## config.mk

```make
export PLATFORM = sky130hd
export DESIGN_NAME = uart_brg_frac_flat
export DESIGN_NICKNAME = d
export VERILOG_FILES = /design/src/rtl/uart_brg_frac_if.sv /design/src/rtl/uart_brg_frac.sv /design/src/flat_wrapper.sv
export SDC_FILE = /design/constraint.sdc
export NUM_CORES = 1
export LEC_CHECK = 0
export BUFFER_PORTS_ARGS = -buffer_cell sky130_fd_sc_hd__buf_2
export CORE_AREA = 2 2 66 68
export DETAILED_ROUTE_END_ITERATION = 8
export DIE_AREA = 0 0 68 70
export PLACE_DENSITY = 0.88
export SYNTH_ARGS = -nofsm -noshare
export SYNTH_HDL_FRONTEND = slang
export SYNTH_SLANG_ARGS = --single-unit
```

## constraint.sdc

```tcl
create_clock -name pclk -period 3.47 [get_ports pclk]
set_input_delay 0.347 -clock pclk [delete_from_list [all_inputs] [get_ports pclk]]
set_output_delay 0.347 -clock pclk [all_outputs]
set_load 0.005 [all_outputs]
```

## src/rtl/uart_brg_frac_if.sv

```systemverilog
// Control and strobe bundle for the fractional baud-rate generator.
//
// master : register file / UART side. Drives enable, divisor, fraction,
//          oversample select and the RX resync pulse; receives the strobes.
// slave  : the generator itself.
//
// Signals:
//   brg_en        generator enable; 0 holds all state cleared
//   brg_div       integer divisor D (nominal tick period D+1 cycles)
//   brg_frac      fractional divisor F (adds F/2^FRAC_W cycles on average)
//   brg_osel      oversample select: 00=16x, 01=8x, 10=4x, 11=16x
//   rx_resync     single-cycle pulse from the RX start-bit detector
//   brg_tick      oversample tick, one cycle wide
//   brg_tx_shift  TX bit boundary strobe
//   brg_rx_sample RX mid-bit sample strobe
//   brg_rx_shift  RX bit boundary strobe
interface uart_brg_frac_if #(
    parameter int unsigned DIV_W  = 16,
    parameter int unsigned FRAC_W = 4
);
    logic              brg_en;
    logic [DIV_W-1:0]  brg_div;
    logic [FRAC_W-1:0] brg_frac;
    logic [1:0]        brg_osel;
    logic              rx_resync;
    logic              brg_tick;
    logic              brg_tx_shift;
    logic              brg_rx_sample;
    logic              brg_rx_shift;

    modport master (
        output brg_en, brg_div, brg_frac, brg_osel, rx_resync,
        input  brg_tick, brg_tx_shift, brg_rx_sample, brg_rx_shift
    );

    modport slave (
        input  brg_en, brg_div, brg_frac, brg_osel, rx_resync,
        output brg_tick, brg_tx_shift, brg_rx_sample, brg_rx_shift
    );
endinterface

```

## src/rtl/uart_brg_frac.sv

```systemverilog
// Fractional baud-rate generator for the UART.
//
// A prescaler counts pclk cycles up to D (+1 when the fractional accumulator
// carried on the previous tick) and emits an oversample tick. Two independent
// phase counters divide the tick by N (16/8/4) to give the TX bit boundary,
// the RX mid-bit sample and the RX bit boundary strobes. The RX phase can be
// restarted by a start-bit detector.
//
// Ports:
//   pclk    system clock, all state on its rising edge
//   prst_n  asynchronous active-low reset; also forces the outputs low
//   bus     uart_brg_frac_if.slave: enable/divisor/fraction/osel/resync in,
//           tick and strobes out
module uart_brg_frac #(
    parameter int unsigned DIV_W  = 16,
    parameter int unsigned FRAC_W = 4
) (
    input  logic            pclk,
    input  logic            prst_n,
    uart_brg_frac_if.slave  bus
);

    logic [DIV_W-1:0]  pre_cnt_q, pre_cnt_d;
    logic [FRAC_W-1:0] acc_q, acc_d;
    logic              ext_q, ext_d;
    logic [3:0]        tx_os_q, tx_os_d;
    logic [3:0]        rx_os_q, rx_os_d;

    logic              active;
    logic [DIV_W:0]    limit;
    logic [FRAC_W:0]   acc_sum;
    logic              tick;
    logic [3:0]        os_last;
    logic [3:0]        os_mid;

    // Outputs must drop the moment reset asserts, even with D=0 where the
    // cleared prescaler alone would satisfy the tick compare.
    assign active  = bus.brg_en & prst_n;

    // One bit wider than the divisor so D=all-ones plus the extend flag
    // cannot wrap.
    assign limit   = {1'b0, bus.brg_div} + {{DIV_W{1'b0}}, ext_q};
    assign acc_sum = {1'b0, acc_q} + {1'b0, bus.brg_frac};

    // >= rather than == so a divisor lowered below the running count ticks
    // at once instead of wrapping through 2^DIV_W.
    assign tick    = active & ({1'b0, pre_cnt_q} >= limit);

    always_comb begin
        case (bus.brg_osel)
            2'b01:   begin os_last = 4'd7;  os_mid = 4'd3; end
            2'b10:   begin os_last = 4'd3;  os_mid = 4'd1; end
            default: begin os_last = 4'd15; os_mid = 4'd7; end
        endcase
    end

    always_comb begin
        pre_cnt_d = pre_cnt_q;
        acc_d     = acc_q;
        ext_d     = ext_q;
        tx_os_d   = tx_os_q;
        rx_os_d   = rx_os_q;
        if (!bus.brg_en) begin
            pre_cnt_d = '0;
            acc_d     = '0;
            ext_d     = 1'b0;
            tx_os_d   = '0;
            rx_os_d   = '0;
        end else begin
            if (tick) begin
                pre_cnt_d = '0;
                acc_d     = acc_sum[FRAC_W-1:0];
                ext_d     = acc_sum[FRAC_W];
                // >= so a phase left above a newly reduced N wraps next tick.
                tx_os_d   = (tx_os_q >= os_last) ? 4'd0 : tx_os_q + 4'd1;
                rx_os_d   = (rx_os_q >= os_last) ? 4'd0 : rx_os_q + 4'd1;
            end else begin
                pre_cnt_d = pre_cnt_q + DIV_W'(1);
            end
            // Start-bit resync wins over a coincident tick increment.
            if (bus.rx_resync) begin
                rx_os_d = '0;
            end
        end
    end

    always_ff @(posedge pclk or negedge prst_n) begin
        if (!prst_n) begin
            pre_cnt_q <= '0;
            acc_q     <= '0;
            ext_q     <= 1'b0;
            tx_os_q   <= '0;
            rx_os_q   <= '0;
        end else begin
            pre_cnt_q <= pre_cnt_d;
            acc_q     <= acc_d;
            ext_q     <= ext_d;
            tx_os_q   <= tx_os_d;
            rx_os_q   <= rx_os_d;
        end
    end

    // Strobes decode from the current (pre-resync) phase.
    assign bus.brg_tick      = tick;
    assign bus.brg_tx_shift  = tick & (tx_os_q >= os_last);
    assign bus.brg_rx_sample = tick & (rx_os_q == os_mid);
    assign bus.brg_rx_shift  = tick & (rx_os_q >= os_last);

endmodule

```

## src/flat_wrapper.sv

```systemverilog
// flat-port wrapper written by rule: the top's interface ports become plain ports
module uart_brg_frac_flat 
#(
    parameter int unsigned DIV_W  = 16,
    parameter int unsigned FRAC_W = 4
)
  (pclk, prst_n, bus_brg_en, bus_brg_div, bus_brg_frac, bus_brg_osel, bus_rx_resync, bus_brg_tick, bus_brg_tx_shift, bus_brg_rx_sample, bus_brg_rx_shift);
  uart_brg_frac_if #(.DIV_W(DIV_W), .FRAC_W(FRAC_W)) bus_i ();
  input  logic pclk;
  input  logic prst_n;
  input wire logic [$bits(bus_i.brg_en)-1:0] bus_brg_en;
  input wire logic [$bits(bus_i.brg_div)-1:0] bus_brg_div;
  input wire logic [$bits(bus_i.brg_frac)-1:0] bus_brg_frac;
  input wire logic [$bits(bus_i.brg_osel)-1:0] bus_brg_osel;
  input wire logic [$bits(bus_i.rx_resync)-1:0] bus_rx_resync;
  output wire logic [$bits(bus_i.brg_tick)-1:0] bus_brg_tick;
  output wire logic [$bits(bus_i.brg_tx_shift)-1:0] bus_brg_tx_shift;
  output wire logic [$bits(bus_i.brg_rx_sample)-1:0] bus_brg_rx_sample;
  output wire logic [$bits(bus_i.brg_rx_shift)-1:0] bus_brg_rx_shift;
  assign bus_i.brg_en = bus_brg_en;
  assign bus_i.brg_div = bus_brg_div;
  assign bus_i.brg_frac = bus_brg_frac;
  assign bus_i.brg_osel = bus_brg_osel;
  assign bus_i.rx_resync = bus_rx_resync;
  assign bus_brg_tick = bus_i.brg_tick;
  assign bus_brg_tx_shift = bus_i.brg_tx_shift;
  assign bus_brg_rx_sample = bus_i.brg_rx_sample;
  assign bus_brg_rx_shift = bus_i.brg_rx_shift;
  uart_brg_frac #(.DIV_W(DIV_W), .FRAC_W(FRAC_W)) u_core (.pclk(pclk), .prst_n(prst_n), .bus(bus_i));
endmodule
```

==> flow_summary.html <==
<table>
<tr><th>Metric</th><th>Value</th></tr>
<tr><th colspan="2">Logic synthesis</th></tr>
<tr><td>Post-Synthesis Net Count</td><td>305</td></tr>
<tr><td>Total of warnings raised by yosys</td><td>0</td></tr>
<tr><td>Synthesized flop and latch total</td><td>29</td></tr>
<tr><td>Post-synthesis cell count</td><td>~250</td></tr>
<tr><td>Share of async-settable or async-resettable flops after synthesis</td><td>between 90% and 100%</td></tr>
<tr><td>Netlist area before placement</td><td>2245 sq um</td></tr>
<tr><td>Dominant cell by count in the synthesized netlist</td><td>ha_1</td></tr>
<tr><td>Count of unique library cells instantiated by Yosys</td><td>42</td></tr>
<tr><td>Post-synth EDFFs</td><td>0</td></tr>
<tr><td>Commonest register cell after synthesis</td><td>dfrtp_1</td></tr>
<tr><td>List of most frequent post-synthesis cells</td><td>31 x ha_1, 29 x dfrtp_1, 27 x nand2_1, 27 x nor2_1, 21 x xor2_1</td></tr>
<tr><td>Portion of the post-synthesis area used by sequential elements</td><td>about 32%</td></tr>
<tr><td>Area share of the largest cell type after synthesis</td><td>32.33%</td></tr>
<tr><td>Cell types with the largest area share after synthesis</td><td>dfrtp_1 32%, ha_1 17%, xor2_1 8.2%, nand2_1 4.5%, nor2_1 4.5%</td></tr>
<tr><td>Area leader, netlist</td><td>dfrtp_1</td></tr>
<tr><td>Avg Cell Area, Syn</td><td>9.088 sq um</td></tr>
<tr><th colspan="2">Worst setup path</th></tr>
<tr><td>Top fanout value on the critical path</td><td>7</td></tr>
<tr><td>Critical path data required time</td><td>about 3.1 ns</td></tr>
<tr><td>Number of buffer and inverter stages on the critical path</td><td>2</td></tr>
<tr><td>Largest stage delay on the critical path</td><td>approximately 0.4 ns</td></tr>
<tr><td>Cell with the biggest individual delay on the critical path</td><td>dfrtp_1</td></tr>
<tr><td>Cell family with the largest share of critical-path delay</td><td>compound AO/OA/AOI/OAI gates</td></tr>
<tr><td>Cell Chain, Critical Path</td><td>ha_4 &gt; ha_1 &gt; nand2_1 &gt; nor2_2 &gt; nand2_1 &gt; xor2_1 &gt; ha_1 &gt; a21o_1 &gt; a21oi_1 &gt; o311ai_2 &gt; o31ai_4 &gt; inv_2 &gt; buf_2</td></tr>
<tr><td>Critical path class</td><td>reg2out</td></tr>
<tr><td>Critical Path Source Type</td><td>flop</td></tr>
<tr><td>Endpoint class of the critical path</td><td>primary output</td></tr>
<tr><td>Data arrival time at the worst-slack endpoint</td><td>a little under 3 ns</td></tr>
<tr><th colspan="2">Worst hold path</th></tr>
<tr><td>Hold crit path type</td><td>in2async</td></tr>
<tr><th colspan="2">CTS</th></tr>
<tr><td>CTS Buf Count</td><td>5</td></tr>
<tr><td>Worst-Skew Late Latency</td><td>0.28 ns</td></tr>
<tr><td>CTS Root Cell</td><td>clkbuf_8</td></tr>
<tr><td>Sinks on the clock net</td><td>29</td></tr>
<tr><td>Clock-pin slew reported for the worst setup and hold paths after clock tree synthesis</td><td>about 0.070 ns</td></tr>
<tr><td>H-Tree Depth</td><td>2</td></tr>
<tr><td>Clock tree from TritonCTS</td><td>yes</td></tr>
<tr><td>Buffer levels on the longest clock path</td><td>2</td></tr>
<tr><th colspan="2">Outcome</th></tr>
<tr><td>Run status</td><td>finished, final reports clean</td></tr>
<tr><th colspan="2">STA</th></tr>
<tr><td>Final Hold Vio Count</td><td>0</td></tr>
<tr><td>WHS</td><td>0.1458 ns</td></tr>
<tr><td>Final setup fails</td><td>0</td></tr>
<tr><td>Worst-case setup margin in the final layout</td><td>between 0.15 and 0.2 ns</td></tr>
<tr><td>Final Critical Period</td><td>approximately 3.3 ns</td></tr>
<tr><td>Final TNS setup</td><td>0 ns</td></tr>
<tr><td>Max-Slew Margin vs Limit</td><td>approximately 62%</td></tr>
<tr><td>Final period util</td><td>94.44%</td></tr>
<tr><td>Clk_skew</td><td>roughly 0.0076 ns</td></tr>
<tr><td>Worst-margin pin slew</td><td>roughly 0.56 ns</td></tr>
<tr><td>Final Slew Violations</td><td>0</td></tr>
<tr><td>Maximum frequency from static timing analysis</td><td>~310 MHz</td></tr>
<tr><th colspan="2">Global route</th></tr>
<tr><td>Met1 global-route usage</td><td>between 20% and 30%</td></tr>
<tr><td>Fraction of met2 tracks used by global routing</td><td>35.17%</td></tr>
<tr><td>Pin count of the biggest net entering global routing</td><td>30</td></tr>
<tr><td>Busiest grt layer</td><td>met2</td></tr>
<tr><td>Global-route total usage across every layer</td><td>22.56%</td></tr>
<tr><td>Leftover overflow at the end of global routing</td><td>0</td></tr>
<tr><td>Wire length of the first global-routing pass</td><td>approximately 8.2 mm</td></tr>
<tr><td>Vias in the first global route</td><td>1881</td></tr>
<tr><td>Global-route track usage on met3</td><td>~6.8%</td></tr>
<tr><td>Initial antenna violation count</td><td>0</td></tr>
<tr><th colspan="2">Place</th></tr>
<tr><td>Pre-CTS setup slack</td><td>between 0.09 and 0.1 ns</td></tr>
<tr><td>Instance area after placement</td><td>2442 sq um</td></tr>
<tr><td>IO Port Bufs</td><td>29</td></tr>
<tr><td>GPL Wtd Cong</td><td>approximately 0.85</td></tr>
<tr><td>Placed wire-length estimate</td><td>between 3 and 4 mm</td></tr>
<tr><th colspan="2">Final layout</th></tr>
<tr><td># fillers</td><td>362</td></tr>
<tr><td>Ratio of cells with drive above 1 in the final layout</td><td>between 10% and 20%</td></tr>
<tr><td>Final net count</td><td>344</td></tr>
<tr><td>Post-route cell area</td><td>about 2600 sq um</td></tr>
<tr><td>Area grow syn2layout</td><td>15.55%</td></tr>
<tr><td>Antenna diode count</td><td>0</td></tr>
<tr><th colspan="2">Route</th></tr>
<tr><td>Antenna Nets Post-Route</td><td>0</td></tr>
<tr><td>Vias</td><td>around 1900</td></tr>
<tr><td>Routed via count divided by cell count</td><td>around 5.7</td></tr>
<tr><td>First-pass iteration count of the detailed router</td><td>4</td></tr>
<tr><td>Total DRC errors in the routed layout</td><td>0</td></tr>
<tr><td>Final wirelength</td><td>a little under 5 mm</td></tr>
<tr><td>Number of DRC violations after detailed-routing iteration 0</td><td>slightly below 80</td></tr>
<tr><td>Routed length per instance</td><td>14.60 um</td></tr>
<tr><th colspan="2">Pwr</th></tr>
<tr><td>Final total power</td><td>~0.7 mW</td></tr>
<tr><td>Cell Pwr Density</td><td>270.9 nW/um^2</td></tr>
<tr><td>Leakage component of the power</td><td>between 1 and 1.5 nW</td></tr>
<tr><td>Highest ir drop seen on vdd</td><td>0.3262 mV</td></tr>
<tr><th colspan="2">Die</th></tr>
<tr><td>Core Rows</td><td>24</td></tr>
<tr><td>Total die area</td><td>between 4000 and 5000 sq um</td></tr>
<tr><td>Die W</td><td>68 um</td></tr>
<tr><td>Placeable core region</td><td>slightly above 4000 sq um</td></tr>
<tr><td>Height of the die</td><td>approximately 70 um</td></tr>
<tr><td>Top Ports</td><td>30</td></tr>
<tr><td>Initial core utilization</td><td>between 50% and 60%</td></tr>
<tr><th colspan="2">Flow run</th></tr>
<tr><td>Max Cap Viol</td><td>0</td></tr>
</table>
-- flip-flops by register name, indices dropped and copies added, names as in the netlist --
register and flops:
u_core.rx_os_q 4, u_core.acc_q 4, u_core.ext_q 1, u_core.tx_os_q 4, u_core.pre_cnt_q 16
-- layout by cell type, fill, tap and decap left out, types with 3 or more instances in the layout --
master,count
xnor2_1,11
nor2_1,26
nand2_1,27
inv_1,6
and3_1,5
nand3_1,18
a21o_1,7
dfrtp_1,29
buf_4,7
ha_1,30
o21ai_1,6
xor2_1,21
nand4b_1,3
a21oi_1,10
clkbuf_8,5
nand4_1,7
buf_2,29
and4_1,3
-- cells by family (layout without fill, tap and decap cells) --
family	Yosys count	count (layout)	synth area share (%)
buffers and inverters	11	51	2.396
adder cells (fa/ha/maj)	32	32	18.17
AND/OR/NAND/NOR	105	105	23.30
XOR/XNOR	32	32	12.49
AO/OA/AOI/OAI	38	38	11.32
flip-flops	29	29	32.33
-- stage by stage --
| stage | cells | utilization [%] |
|---|---|---|
| 2_1_floorplan | 247 | - |
| 3_3_place_gp | 326 | 58.94 |
| 3_5_place_dp | 326 | 58.94 |
| 4_1_cts | 337 | 61.53 |
| 5_1_grt | 339 | 62.59 |
| 6_report | 339 | 62.59 |
-- what timing repair did --
item,4_1_cts,5_1_grt
setup buffers,3,2
gates cloned,0,0
setup endpoints to repair,4,7
hold buffers,0,0
pin swaps,1,3
gates resized for setup,1,6
-- layer usage --
layer	vias to the layer above	share of wire, %
met5	-	0
met4	0	1.9
met3	9	5.7
met2	55	48
met1	900	45
li1	961	-
-- power by group --
part / internal (mW) / switching [mW] / total (mW)
clock: 0.139 / 0.132 / 0.271
combinational: 0.0356 / 0.0509 / 0.0865
sequential: 0.341 / 0.00434 / 0.345
total: 0.515 / 0.187 / 0.703
-- worst paths after layout --
path | startpoint | to | cells past startpoint | slack (ns)
min in group pclk | bus_rx_resync | u_core.rx_os_q[3] | 3 | 0.40
worst min-delay path | prst_n | u_core.pre_cnt_q[9] | 2 | 0.15
worst max-delay path | u_core.ext_q | bus_brg_tick | 13 | 0.19
worst min register to register | u_core.acc_q[0] | u_core.acc_q[0] | 2 | 0.53
worst max register to register | u_core.ext_q | u_core.rx_os_q[3] | 13 | 0.24
max in group asynchronous | prst_n | u_core.ext_q | 2 | 3.05
-- layout make-up --
| class | count | area, sq um | share of cell area (%) |
|---|---|---|---|
| multi-input combinational | 207 | 1496 | 57.69 |
| tap | 52 | 65.06 | 2.508 |
| sequential | 29 | 725.7 | 27.98 |
| clock inverter | 2 | 10.01 | 0.3859 |
| inverter | 7 | 26.28 | 1.013 |
| timing repair buffer | 36 | 197.7 | 7.622 |
| clock buffer | 6 | 72.57 | 2.798 |
Power figures use the tool's default switching activity.
